File: config.mk
export PLATFORM = sky130hd
export DESIGN_NAME = fetch_unit
export DESIGN_NICKNAME = d
export VERILOG_FILES = /design/src/rtl/fetch_unit.sv
export SDC_FILE = /design/constraint.sdc
export NUM_CORES = 1
export LEC_CHECK = 0
export ABC_AREA = 1
export CAP_MARGIN = 20
export CORE_MARGIN = 10
export CORE_UTILIZATION = 43
export DETAILED_ROUTE_END_ITERATION = 7
export HOLD_SLACK_MARGIN = 0.06
export PLACE_DENSITY = 0.85
export RECOVER_POWER = 100
export SLEW_MARGIN = 20
export SYNTH_ARGS = -nofsm -noshare
export SYNTH_HDL_FRONTEND = slang
export SYNTH_SLANG_ARGS = --single-unit
File: constraint.sdc
create_clock -name CLK -period 4.81 [get_ports CLK]
set_input_delay 0.962 -clock CLK [delete_from_list [all_inputs] [get_ports CLK]]
set_output_delay 0.962 -clock CLK [all_outputs]
set_load 0.005 [all_outputs]
File: src/rtl/fetch_unit.sv
// fetch_unit: PC, instruction-memory req/ack read, and IR for the multicycle core.
// Ports: CLK/RST_N, FETCH_REQ/PCWRITE/PC_SEL + targets in; IMEM_* handshake; PC, PC_PLUS4, IR, OPCODE, status out.
module fetch_unit #(
    parameter logic [31:0] RESET_VECTOR = 32'h0000_0000,
    parameter int          TIMEOUT      = 15
) (
    input  logic        CLK,
    input  logic        RST_N,
    input  logic        FETCH_REQ,
    input  logic        PCWRITE,
    input  logic [1:0]  PC_SEL,
    input  logic [31:0] JALR_TGT,
    input  logic [31:0] BRANCH_TGT,
    input  logic [31:0] JAL_TGT,
    output logic [31:0] IMEM_ADDR,
    output logic        IMEM_REQ,
    input  logic        IMEM_ACK,
    input  logic [31:0] IMEM_DATA,
    output logic [31:0] PC,
    output logic [31:0] PC_PLUS4,
    output logic [31:0] IR,
    output logic [6:0]  OPCODE,
    output logic        IR_VALID,
    output logic        FETCH_BUSY,
    output logic        MISALIGN,
    output logic        ERR
);

    typedef enum logic {
        IDLE,
        WAIT
    } state_t;

    localparam logic [7:0]  TO_LIMIT = 8'(TIMEOUT);
    localparam logic [31:0] NOP      = 32'h0000_0013;

    state_t      state;
    logic [7:0]  cnt;
    logic [7:0]  cnt_nxt;
    logic [31:0] target;

    assign PC_PLUS4  = PC + 32'd4;
    assign IMEM_ADDR = PC;
    assign OPCODE    = IR[6:0];
    assign cnt_nxt   = cnt + 8'd1;

    always_comb begin
        target = PC_PLUS4;
        unique case (PC_SEL)
            2'd0: target = PC_PLUS4;
            2'd1: target = JALR_TGT;
            2'd2: target = BRANCH_TGT;
            2'd3: target = JAL_TGT;
        endcase
    end

    always_ff @(posedge CLK or negedge RST_N) begin
        if (!RST_N) begin
            state      <= IDLE;
            PC         <= RESET_VECTOR;
            IR         <= NOP;
            IR_VALID   <= 1'b0;
            IMEM_REQ   <= 1'b0;
            FETCH_BUSY <= 1'b0;
            MISALIGN   <= 1'b0;
            ERR        <= 1'b0;
            cnt        <= 8'd0;
        end else begin
            MISALIGN <= 1'b0;
            unique case (state)
                IDLE: begin
                    if (PCWRITE) begin
                        if (target[1:0] == 2'b00) begin
                            PC       <= target;
                            IR_VALID <= 1'b0;
                        end else begin
                            MISALIGN <= 1'b1;
                        end
                    end
                    // Fetch reads IMEM_ADDR=PC, so a same-cycle PC write is
                    // naturally the address fetched.
                    if (FETCH_REQ) begin
                        state      <= WAIT;
                        IMEM_REQ   <= 1'b1;
                        FETCH_BUSY <= 1'b1;
                        IR_VALID   <= 1'b0;
                        cnt        <= 8'd0;
                    end
                end
                WAIT: begin
                    if (PCWRITE) begin
                        ERR <= 1'b1;
                    end
                    if (IMEM_ACK) begin
                        IR         <= IMEM_DATA;
                        IR_VALID   <= 1'b1;
                        IMEM_REQ   <= 1'b0;
                        FETCH_BUSY <= 1'b0;
                        state      <= IDLE;
                    end else begin
                        cnt <= cnt_nxt;
                        if (cnt_nxt == TO_LIMIT) begin
                            IMEM_REQ   <= 1'b0;
                            FETCH_BUSY <= 1'b0;
                            ERR        <= 1'b1;
                            state      <= IDLE;
                        end
                    end
                end
            endcase
        end
    end

endmodule
; Word-level counts from Yosys, hierarchy flattened
; Cells that the tools add are included.
[totals]
out_inout_bits = 140
regBits = 77
wordCells = 51
in_bits = 135
[op_classes]
n_mux = 23
reduce_logical = 7
bitwise_logic = 1
n_eq_ne = 10
addsub = 2
[ops]
columns = cell, count
row1 = 32-bit case mux with 4 select lines, 1
row2 = "32-bit by 3-bit adder with 32-bit output, second input constant", 1
row3 = 1-bit 2-to-1 mux, 16
row4 = 8-bit 2-to-1 mux, 2
row5 = 8-bit case mux with 2 select lines, 1
row6 = "8-bit by 1-bit adder with 8-bit output, second input constant", 1
row7 = "8-bit by 4-bit equality test with 1-bit output, second input constant", 1
row8 = "2-bit != test, second input constant", 3
row9 = "3-bit != test, second input constant", 2
row10 = 1-bit case mux with 2 select lines, 3
row11 = 2-bit AND reduction, 3
row12 = 3-bit AND reduction, 2
row13 = "2-bit equality test, second input constant", 2
row14 = 2-bit zero test, 2
row15 = "3-bit by 2-bit != test with 1-bit output, second input constant", 1
row16 = "2-bit by 1-bit equality test with 1-bit output, second input constant", 1
row17 = 1-bit NOT, 1

; Depth between registers and ports, before layout
; Gate-level depths: netlist of run 1.
[depth]
word_depth = 7
depth_mapped = 11
depth_no_buf = 11

; Worst setup path after synthesis of run 1
; No wires, ideal clock.
[synth_path]
path_type = flip-flop to output port
startpoint = reg PC[2], in the netlist IMEM_ADDR[2]
endpoint = out PC_PLUS4[20]
path_slack_ns = 2.456
n_path_buf = 0
path_stages_with_launch = 10
t_arrival_ns = 1.392
path_cell_list = dfrtp_1 > ha_1 > nand2_1 > nor2_2 > nand2_2 > nor2_1 > nand2_1 > nor2_1 > nand2_1 > nand2_1
[synth_via]
elab_chain_cells = 1
[synth_lines]
columns = item, line
row1 = "start, declared", 19  ; output logic [31:0] PC,
row2 = "start signal, assigned", 74  ; PC <= target;
row3 = 32-bit by 3-bit adder with 32-bit output, 42  ; assign PC_PLUS4 = PC + 32'd4;
row4 = "end, declared", 20  ; output logic [31:0] PC_PLUS4,
; Every way passes these cells.

; Final worst setup path of run 1
[layout_path]
startpoint = in PC_SEL[1]
endpoint = reg PC[9], in the netlist IMEM_ADDR[9]
[layout_via]
elab_chain_cells = 4
[layout_lines]
columns = item, line
row1 = "start, declared", 11  ; input logic [1:0] PC_SEL,
row2 = 2-bit equality test (tied with other cells), 49  ; unique case (PC_SEL)
row3 = 32-bit case mux with 4 select lines (*), 49
row4 = 2-bit zero test, 73  ; if (target[1:0] == 2'b00) begin
row5 = 3-bit AND reduction (no source line), --
; Mark *: on every way between the ends. The rest lies on a longest branch, timed or not.
; A chain may end at the register's enable or synchronous reset.

==> impl_metrics.ini, run 1 <==
[clock_tree]
clkTransAtPathRegs_ns = 0.06
cts-root-buf = sky130_fd_sc_hd__clkbuf_16
numClockSinks = 77
holdBufCountCts = 0
cts_max_path_buffers = 2
clock_tree_from_tritoncts = built
tritoncts.num_buffers = 9
clk_latency_worst_skew_pair_ns = 0.33
post_cts.repair.setup_buffers = 0
cts.repair.resized = 0
number_of_levels_the_h_tree_was_split_into = 3

[global_route]
grt_pass1_wl_mm = 30.8
gr-total-overflow = 0
grt_start_max_net_pins = 78
gr-usage-all-layers = 0.232
first_global_vias = 5786
initial_antenna_violation_count = 1

[sta]
worst_slew_margin_rel = -0.327
max_clock_freq_mhz = 256
setup_viol = 0
hold_viol_final = 0
post-route-min-period_ns = 3.90
unrepaired_setup_endpoints_after_global_routing = false
fin_ws_ns = 0.911
slew_violations = 102
final.setup_skew_ns = 0.00427
max_slew.worst_pin.slew_ns = 1.99
timing.setup.tns_ns = 0
post-route-period-util = 0.811

[synthesis]
synth_edf_count = 0
yosysWarnings = 0
yosys.cell_types.count = 38
sequential_cell_area_fraction_in_the_yosys_report = 0.374
netlist_instances = 764
post_synth.cell_area_avg_sq_um = 6.76
async_flop_share = 1.00
synthFlopType = sky130_fd_sc_hd__dfrtp_1
synth.ff_latch_count = 77
synthesis.nets = 902
netlist_area_sq_mm = 0.00516

[placement]
buffer_ports.inserted = 274
dpl.cell_count = 1119
dp.final_hpwl_mm = 16.5
place_ws_ns = 1.41
gp_congestion = 0.939

[status]
outcome = finished, violations left
violations_in_the_final_reports = max-capacitance violations, max-slew violations

[layout]
syn_to_final_growth_pct = 53.2
drive_above_1_share = 0.0313
mostFrequentLayoutCells = sky130_fd_sc_hd__nand2_1 (342), sky130_fd_sc_hd__clkdlybuf4s50_1 (137), sky130_fd_sc_hd__dlygate4sd3_1 (136)
fin_util = 0.684
final_common_cell = sky130_fd_sc_hd__nand2_1
finish.net_count = 1125
layoutNonFillerInstCount = 1136
layout.filler_cells = 985

[drt]
post_drt_wl_per_cell_um = 18.1
remaining_design_rule_violation_count = 0
route.antenna.remaining_nets = 0
drt-total-wl_mm = 20.5
route.vias.total = 5750
via_per_inst = 5.06
drt_iter0_markers = 491
drtPass1Iterations = 5

[worst_setup_path]
timing.critical_path.from_type = input pin
critPathMaxStageDelay_ns = 1.43
r2r-end = IR_VALID$_DFFE_PN0P_
required_ns = 4.93
arrival_ns = 4.02
cp_slowest_cell = sky130_fd_sc_hd__a21boi_1
crit-reg2reg-launch = state$_DFF_PN0_
crit_buf_inv = 2
timing_worst_setup_path_type = in2reg
cp-startpoint = PC_SEL[1]
crit_cells = 6
crit_fanout = 23
cp-end-kind = register
reg2reg_slack_ns = 1.74
worst_r2r_path_depth = 5
cp-endpoint = IMEM_ADDR[9]$_DFFE_PN0P_
top_cell_family_by_delay_on_the_critical_path = compound AO/OA/AOI/OAI gates
critical_path.cell_chain = dlygate4sd3_1, nor2_4, inv_1, nand4_4, a21boi_1, o21ai_0

[floorplanning]
chipHeight_um = 130
core-area_sq_mm = 0.0116
initial_utilization = 0.446
ios = 275
die_x_um = 130
die_area_sq_mm = 0.0168
std_cell_rows = 39

[power]
power.density_cell_area_mw_per_mm2 = 383
p_total_w = 0.00303
p_leak_nw = 3.71
ir_worst_vdd_v = 0.000238

[min_path]
min_path_type = reg2reg

[job]
drv.max_cap_violation_count = 2
-- stage by stage --
stage | hold slack (ns) | instance area, sq um
final | 0.475 | 7910
after global routing | 0.492 | 7910
after CTS | 0.478 | 7950
after global placement | 0.462 | 7650
after detailed placement | 0.465 | 7650
after floorplan | 0.465 | 5160
-- cells in the mapped netlist, drive strengths merged, types with 2 or more instances --
| master | n | area, sq um |
|---|---|---|
| nand3b | 5 | 37.5 |
| o21ai | 28 | 148 |
| nand4 | 11 | 83.8 |
| dfstp | 3 | 78.8 |
| nor2 | 86 | 369 |
| inv | 44 | 165 |
| a21oi | 10 | 50.1 |
| a22o | 4 | 35.0 |
| a2bb2oi | 2 | 17.5 |
| xnor2 | 3 | 26.3 |
| nand3 | 59 | 295 |
| a221oi | 8 | 70.1 |
| buf | 57 | 430 |
| ha | 3 | 37.5 |
| nor3 | 2 | 10.0 |
| nand2 | 342 | 1290 |
| xor2 | 7 | 68.8 |
| clkbuf | 9 | 33.8 |
| dfrtp | 74 | 1850 |
-- worst min-delay path by stage --
stage / to / depth (start not counted) / from / slack, ns
finish: IR[1]$_DFFE_PN1P_ / 2 / IR[1]$_DFFE_PN1P_ / 0.47
floorplan: IR[0]$_DFFE_PN1P_ / 2 / IR[0]$_DFFE_PN1P_ / 0.46
detailed placement: IR[16]$_DFFE_PN0P_ / 2 / IR[16]$_DFFE_PN0P_ / 0.47
global route: IR[0]$_DFFE_PN1P_ / 2 / IR[0]$_DFFE_PN1P_ / 0.49
CTS: IR[1]$_DFFE_PN1P_ / 2 / IR[1]$_DFFE_PN1P_ / 0.48
global placement: IR[16]$_DFFE_PN0P_ / 2 / IR[16]$_DFFE_PN0P_ / 0.46
-- sequential cells by signal, summed over array words and instances (netlist names) --
name and flops:
ERR 1, IMEM_ADDR 32, FETCH_BUSY 1, IR 32, MISALIGN 1, cnt 8
state 1, IR_VALID 1
-- worst register-to-register path, stage by stage, from the launching register on --
cell and delay (ns):
sky130_fd_sc_hd__dfrtp_1 0.45, sky130_fd_sc_hd__nand2_1 0.09, sky130_fd_sc_hd__clkbuf_1 1.01, sky130_fd_sc_hd__inv_1 0.86, sky130_fd_sc_hd__o21ai_0 0.38, sky130_fd_sc_hd__nor2_1 0.08
-- report_power, final --
group / leakage, nW / switching, W / internal [W] / total [W]
logic: 2.60 / 0.000565 / 0.000730 / 0.00129
clock network: 0.146 / 0.000269 / 0.000417 / 0.000686
registers: 0.965 / 0.000230 / 0.000818 / 0.00105
-- final cells by class --
cell class	instances	area (sq um)	share of cell area
Timing Repair Buffer	278	2760	0.349
Multi-Input combinational cell	577	2560	0.324
Clock buffer	11	243	0.0307
Antenna cell	1	2.50	0.000316
Tap cell	143	179	0.0226
Inverter	44	165	0.0209
Clock inverter	5	60.1	0.00759
Sequential cell	77	1930	0.244
-- metal layers --
layer,vias up,track usage,part of all wire
met5,-,0,0
met4,0,0.0668,0.019
met3,31,0.0893,0.11
met2,249,0.410,0.50
met1,2643,0.254,0.38
li1,2827,-,-
-- cells by family (layout without fill, tap and decap cells) --
kind of cell    Yosys count  count (layout)  synth area share
other cells               0               1                 0
xor+xnor                 10              10            0.0184
buf+inv                 110             338             0.122
fa+ha+maj                 3               3           0.00727
simple gates            507             507             0.407
compound gates           57              57            0.0715
flops                    77              77             0.374
No activity file was read; power rests on OpenSTA's default activity.
==> run 2, diff against run 1 <==
--- a/config.mk
+++ b/config.mk
@@ -8,10 +8,10 @@
 export ABC_AREA = 1
 export CAP_MARGIN = 20
 export CORE_MARGIN = 10
-export CORE_UTILIZATION = 43
+export CORE_UTILIZATION = 40
 export DETAILED_ROUTE_END_ITERATION = 7
 export HOLD_SLACK_MARGIN = 0.06
-export PLACE_DENSITY = 0.85
+export PLACE_DENSITY = 0.8
 export RECOVER_POWER = 100
 export SLEW_MARGIN = 20
 export SYNTH_ARGS = -nofsm -noshare
==> constraint.sdc (replaced) <==
create_clock -name CLK -period 4 [get_ports CLK]
set_input_delay 0.8 -clock CLK [delete_from_list [all_inputs] [get_ports CLK]]
set_output_delay 0.8 -clock CLK [all_outputs]
set_load 0.005 [all_outputs]
==> impl_metrics.ini, run 2 (synthesized netlist as in run 1, its figures left out) <==
[floorplanning]
die_area_sq_mm = 0.0178
std_cell_rows = 41
chipHeight_um = 134
initial_utilization = 0.409
die_x_um = 134
ios = 275
core-area_sq_mm = 0.0126

[clock_tree]
cts-root-buf = sky130_fd_sc_hd__clkbuf_16
tritoncts.num_buffers = 9
cts_max_path_buffers = 2
cts.repair.resized = 0
number_of_levels_the_h_tree_was_split_into = 3
clkTransAtPathRegs_ns = 0.06
numClockSinks = 77
clk_latency_worst_skew_pair_ns = 0.34
holdBufCountCts = 0
clock_tree_from_tritoncts = built
post_cts.repair.setup_buffers = 0

[worst_setup_path]
r2r-end = IMEM_ADDR[20]$_DFFE_PN0P_
crit_fanout = 7
arrival_ns = 2.70
critPathMaxStageDelay_ns = 0.58
top_cell_family_by_delay_on_the_critical_path = simple AND/OR/NAND/NOR gates
worst_r2r_path_depth = 10
timing.critical_path.from_type = register
required_ns = 3.20
crit_buf_inv = 1
cp_slowest_cell = sky130_fd_sc_hd__dlygate4sd3_1
critical_path.cell_chain = ha_1, nand3_1, nor2_1, nand3_1, or2_1, nand2_1, dlygate4sd3_1
reg2reg_slack_ns = 1.86
cp-end-kind = output pin
cell_seen_most_often_among_critical_path_stages = sky130_fd_sc_hd__nand3_1
timing_worst_setup_path_type = reg2out
crit-reg2reg-launch = IMEM_ADDR[2]$_DFFE_PN0P_

[sta]
timing.setup.tns_ns = 0
slew_violations = 78
unrepaired_setup_endpoints_after_global_routing = false
hold_viol_final = 0
final.setup_skew_ns = 0.00382
post-route-min-period_ns = 3.50
setup_viol = 0
worst_slew_margin_rel = -0.292
max_clock_freq_mhz = 286
max_slew.worst_pin.slew_ns = 1.94
post-route-period-util = 0.874

[power]
power_switching_share = 0.349
comb_power_share = 0.421
seqPwrFrac = 0.341
internal_power_w = 0.00241
clock_power_share = 0.239
ir_worst_vdd_v = 0.000269
switchingPower_w = 0.00129
power.density_cell_area_mw_per_mm2 = 465
p_leak_nw = 3.72

[drt]
remaining_design_rule_violation_count = 0
route.antenna.remaining_nets = 0
via_per_inst = 4.95
drt_iter0_markers = 461
route.vias.total = 5772
drt-total-wl_mm = 20.3
post_drt_wl_per_cell_um = 17.4
drtPass1Iterations = 5

[layout]
layoutNonFillerInstCount = 1166
layout.filler_cells = 1170
final_common_cell = sky130_fd_sc_hd__nand2_1
finish.net_count = 1125
syn_to_final_growth_pct = 54.4
mostFrequentLayoutCells = sky130_fd_sc_hd__nand2_1 (342), sky130_fd_sc_hd__clkdlybuf4s50_1 (139), sky130_fd_sc_hd__dlygate4sd3_1 (134)
drive_above_1_share = 0.0343

[placement]
dp.final_hpwl_mm = 16.4
gp_congestion = 0.911
dpl.cell_count = 1148
buffer_ports.inserted = 274

[min_path]
min_path_type = reg2reg
hold-path-cell-count = 2
hold_path_startpoint = IR[25]$_DFFE_PN0P_
hold_path_end = IR[25]$_DFFE_PN0P_

[job]
drv.max_cap_violation_count = 1

[global_route]
grt_pass1_wl_mm = 32.0
gr-usage-all-layers = 0.223
initial_antenna_violation_count = 3
first_global_vias = 5920
gr-total-overflow = 0
grt_start_max_net_pins = 78

[status]
outcome = finished, violations left
violations_in_the_final_reports = max-capacitance violations, max-slew violations
run 2: changes by cell type in the layout (fill, tap and decap cells not counted), sizes merged:
cell           previous run  this run
bufinv                    1         2
inv                      44        45
clkdlybuf4s50           137       139
diode                     1         2
clkbuf                   13        11
dlygate4sd3             136       134
buf                       3         4
clkinv                    3         2
run 2: power by group through the flow:
stage	combinational (W)	clock, W	sequential (W)
6_report	0.00156	0.000884	0.00126
5_1_grt	0.00173	0.000925	0.00130
4_1_cts	0.00175	0.000893	0.00127
3_5_place_dp	0.00174	0	0.00128
3_3_place_gp	0.00172	0	0.00128
2_1_floorplan	0.000714	0	0.00122
run 2: worst max path at each step:
stage                        startpoint                        end  slack (ns)  cells past startpoint
6_report       IMEM_ADDR[2]$_DFFE_PN0P_               PC_PLUS4[16]        0.50                      7
5_1_grt                       PC_SEL[1]  IMEM_ADDR[13]$_DFFE_PN0P_        0.29                      7
4_1_cts        IMEM_ADDR[2]$_DFFE_PN0P_               PC_PLUS4[20]        0.62                     10
3_5_place_dp                  PC_SEL[1]  IMEM_ADDR[26]$_DFFE_PN0P_        0.71                      9
3_3_place_gp                  PC_SEL[1]  IMEM_ADDR[20]$_DFFE_PN0P_        0.81                      9
2_1_floorplan  IMEM_ADDR[2]$_DFFE_PN0P_               PC_PLUS4[20]        1.81                      9
run 2: cell type report:
type	instances	area [sq um]	share of cell area
inverters	44	165	0.0207
diodes	2	5.00	0.000628
well taps	172	215	0.0270
multi-input cells	577	2570	0.322
flip-flops and latches	77	1930	0.242
clock buffers	10	229	0.0287
repair buffers	278	2770	0.347
clock inverters	6	86.3	0.0108
run 2: per-layer routing:
layer	wire length, um	part of all wire	vias to the layer above	GRT usage
li1	-	-	2842	-
met1	7620	0.38	2635	0.246
met2	10000	0.50	267	0.381
met3	2190	0.11	28	0.0917
met4	416	0.021	0	0.0732
met5	0	0	-	0
run 2: worst register-to-register path, stage by stage (launching register included):
cell                      delay [ns]
sky130_fd_sc_hd__dfrtp_1        0.51
sky130_fd_sc_hd__ha_1           0.27
sky130_fd_sc_hd__nand2_1        0.07
sky130_fd_sc_hd__nor2_1         0.23
sky130_fd_sc_hd__nand2_1        0.19
sky130_fd_sc_hd__nor2_1         0.33
sky130_fd_sc_hd__nand3_1        0.13
sky130_fd_sc_hd__nand2_1        0.10
sky130_fd_sc_hd__nand3_1        0.08
sky130_fd_sc_hd__nand2_1        0.07
sky130_fd_sc_hd__nand2_1        0.05
run 2: per-stage QoR:
| stage | total power [W] | instance area [sq um] | hold WS [ns] | util | setup WS, ns |
|---|---|---|---|---|---|
| after global routing | 0.00395 | 7960 | 0.493 | 0.631 | 0.286 |
| after floorplan | 0.00193 | 5160 | 0.465 | - | 1.81 |
| final | 0.00370 | 7970 | 0.472 | 0.631 | 0.503 |
| after detailed placement | 0.00302 | 7680 | 0.465 | 0.609 | 0.708 |
| after global placement | 0.00300 | 7680 | 0.461 | 0.609 | 0.813 |
| after CTS | 0.00391 | 8000 | 0.479 | 0.634 | 0.619 |
==> run 3, diff against run 2 <==
--- a/config.mk
+++ b/config.mk
@@ -6,12 +6,12 @@
 export NUM_CORES = 1
 export LEC_CHECK = 0
 export ABC_AREA = 1
-export CAP_MARGIN = 20
+export CAP_MARGIN = 5
 export CORE_MARGIN = 10
-export CORE_UTILIZATION = 40
+export CORE_UTILIZATION = 30
 export DETAILED_ROUTE_END_ITERATION = 7
 export HOLD_SLACK_MARGIN = 0.06
-export PLACE_DENSITY = 0.8
+export PLACE_DENSITY = 0.62
 export RECOVER_POWER = 100
 export SLEW_MARGIN = 20
 export SYNTH_ARGS = -nofsm -noshare
==> impl_metrics.ini, run 3 (synthesized netlist as in run 1, its figures left out) <==
[floorplanning]
ios = 275
die_x_um = 151
core-area_sq_mm = 0.0167
chipHeight_um = 151
initial_utilization = 0.309
die_area_sq_mm = 0.0229
std_cell_rows = 47

[sta]
post-route-period-util = 0.901
max_slew.worst_pin.slew_ns = 1.73
unrepaired_setup_endpoints_after_global_routing = false
finalHoldWorstSlack_ns = 0.472
final.setup_skew_ns = 0.00823
hold_viol_final = 0
worst_slew_margin_rel = -0.159
setup_viol = 0
fin_ws_ns = 0.394
timing.setup.tns_ns = 0
max_clock_freq_mhz = 277
slew_violations = 90
post-route-min-period_ns = 3.61

[clock_tree]
tritoncts.num_buffers = 9
clock_tree_from_tritoncts = built
numClockSinks = 77
clk_latency_worst_skew_pair_ns = 0.35
number_of_levels_the_h_tree_was_split_into = 3
holdBufCountCts = 0
cts.repair.resized = 0
post_cts.repair.setup_buffers = 0
cts_max_path_buffers = 2
cts-root-buf = sky130_fd_sc_hd__clkbuf_16
clkTransAtPathRegs_ns = 0.06

[layout]
mostFrequentLayoutCells = sky130_fd_sc_hd__nand2_1 (341), sky130_fd_sc_hd__clkdlybuf4s50_1 (139), sky130_fd_sc_hd__dlygate4sd3_1 (134)
layout.filler_cells = 1735
final_common_cell = sky130_fd_sc_hd__nand2_1
multi_input_area_sq_mm = 0.00256
final-seq-area_sq_mm = 0.00193
finish.instance_area_sq_mm = 0.00806
finish.net_count = 1129
syn_to_final_growth_pct = 56.2
drive_above_1_share = 0.0392
layoutNonFillerInstCount = 1219

[global_route]
initial_antenna_violation_count = 6
gr-total-overflow = 0
gr-usage-all-layers = 0.187
grt_start_max_net_pins = 66
first_global_vias = 5740
grt_pass1_wl_mm = 32.9

[worst_setup_path]
required_ns = 3.20
critPathMaxStageDelay_ns = 0.59
timing.critical_path.from_type = register
cp_slowest_cell = sky130_fd_sc_hd__dlygate4sd3_1
cp-end-kind = output pin
arrival_ns = 2.81
timing_worst_setup_path_type = reg2out
cell_seen_most_often_among_critical_path_stages = sky130_fd_sc_hd__nand3_1
crit_fanout = 7
critical_path.cell_chain = ha_1, nand3_1, nor2_1, nand3_1, or2_1, nand2_1, dlygate4sd3_1

[status]
violations_in_the_final_reports = max-capacitance violations, max-slew violations
outcome = finished, violations left

[placement]
postPlaceCellArea_sq_mm = 0.00777
dpl.cell_count = 1200
place_ws_ns = 0.727
buffer_ports.inserted = 274
gp_congestion = 0.913
dp.final_hpwl_mm = 17.8

[drt]
remaining_design_rule_violation_count = 0
post_drt_wl_per_cell_um = 18.0
route.vias.total = 5679
via_per_inst = 4.66
drt_iter0_markers = 348
drt-total-wl_mm = 22.0
drtPass1Iterations = 5
route.antenna.remaining_nets = 0

[power]
ir_worst_vdd_v = 0.000197
p_leak_nw = 3.73
power.density_cell_area_mw_per_mm2 = 467

[job]
drv.max_cap_violation_count = 2

[min_path]
min_path_type = reg2reg
run 3: cell types whose count changed in the layout (fill, tap and decap cells not counted), sizes merged:
cell,before,now
buf,4,6
clkinvlp,1,2
diode,2,3
clkinv,2,0
inv,45,46
clkbuf,11,13
run 3: worst paths after layout:
kind / from / endpoint / slack [ns] / cells past startpoint
min in group asynchronous: RST_N / IR[21]$_DFFE_PN0P_ / 0.88 / 1
worst min register to register: IR[4]$_DFFE_PN1P_ / IR[4]$_DFFE_PN1P_ / 0.47 / 2
max in group asynchronous: RST_N / IMEM_ADDR[21]$_DFFE_PN0P_ / 1.62 / 2
worst max-delay path: IMEM_ADDR[2]$_DFFE_PN0P_ / PC_PLUS4[16] / 0.39 / 7
worst max register to register: state$_DFF_PN0_ / IMEM_ADDR[5]$_DFFE_PN0P_ / 1.63 / 3
worst min-delay path: IR[4]$_DFFE_PN1P_ / IR[4]$_DFFE_PN1P_ / 0.47 / 2
run 3: power by group:
part           total [W]  switching [W]  leakage, nW  internal, W
logic            0.00156       0.000679         2.61     0.000882
registers        0.00127       0.000287        0.965     0.000982
clock network   0.000932       0.000363        0.156     0.000569
total            0.00376        0.00133         3.73      0.00243
run 3: area by class of cell:
type,count,area share
inverters,44,0.0205
diodes,3,0.000931
clock inverters,6,0.0115
clock buffers,10,0.0296
repair buffers,282,0.346
well taps,220,0.0341
flip-flops and latches,77,0.239
multi-input cells,577,0.318
run 3: routing by layer:
metal	track usage	share of wire	wire length [um]	up-vias
li1	-	-	-	2845
met1	0.208	0.38	8420	2582
met2	0.316	0.48	10600	218
met3	0.0844	0.11	2520	30
met4	0.0539	0.017	365	4
met5	0	0.00096	21	-
run 3: per-stage QoR:
| stage | util | power [W] |
|---|---|---|
| final | 0.483 | 0.00376 |
| after global routing | 0.482 | 0.00402 |
| after CTS | 0.485 | 0.00399 |
| after detailed placement | 0.466 | 0.00304 |
| after global placement | 0.466 | 0.00304 |
| after floorplan | - | 0.00193 |
run 3: worst max-delay path: cells and delay by family, from the launching register on:
kind          cells  cell delay, ns
fa+ha+maj         1            0.27
flops             1            0.52
buf+inv           1            0.59
simple gates      5            1.10
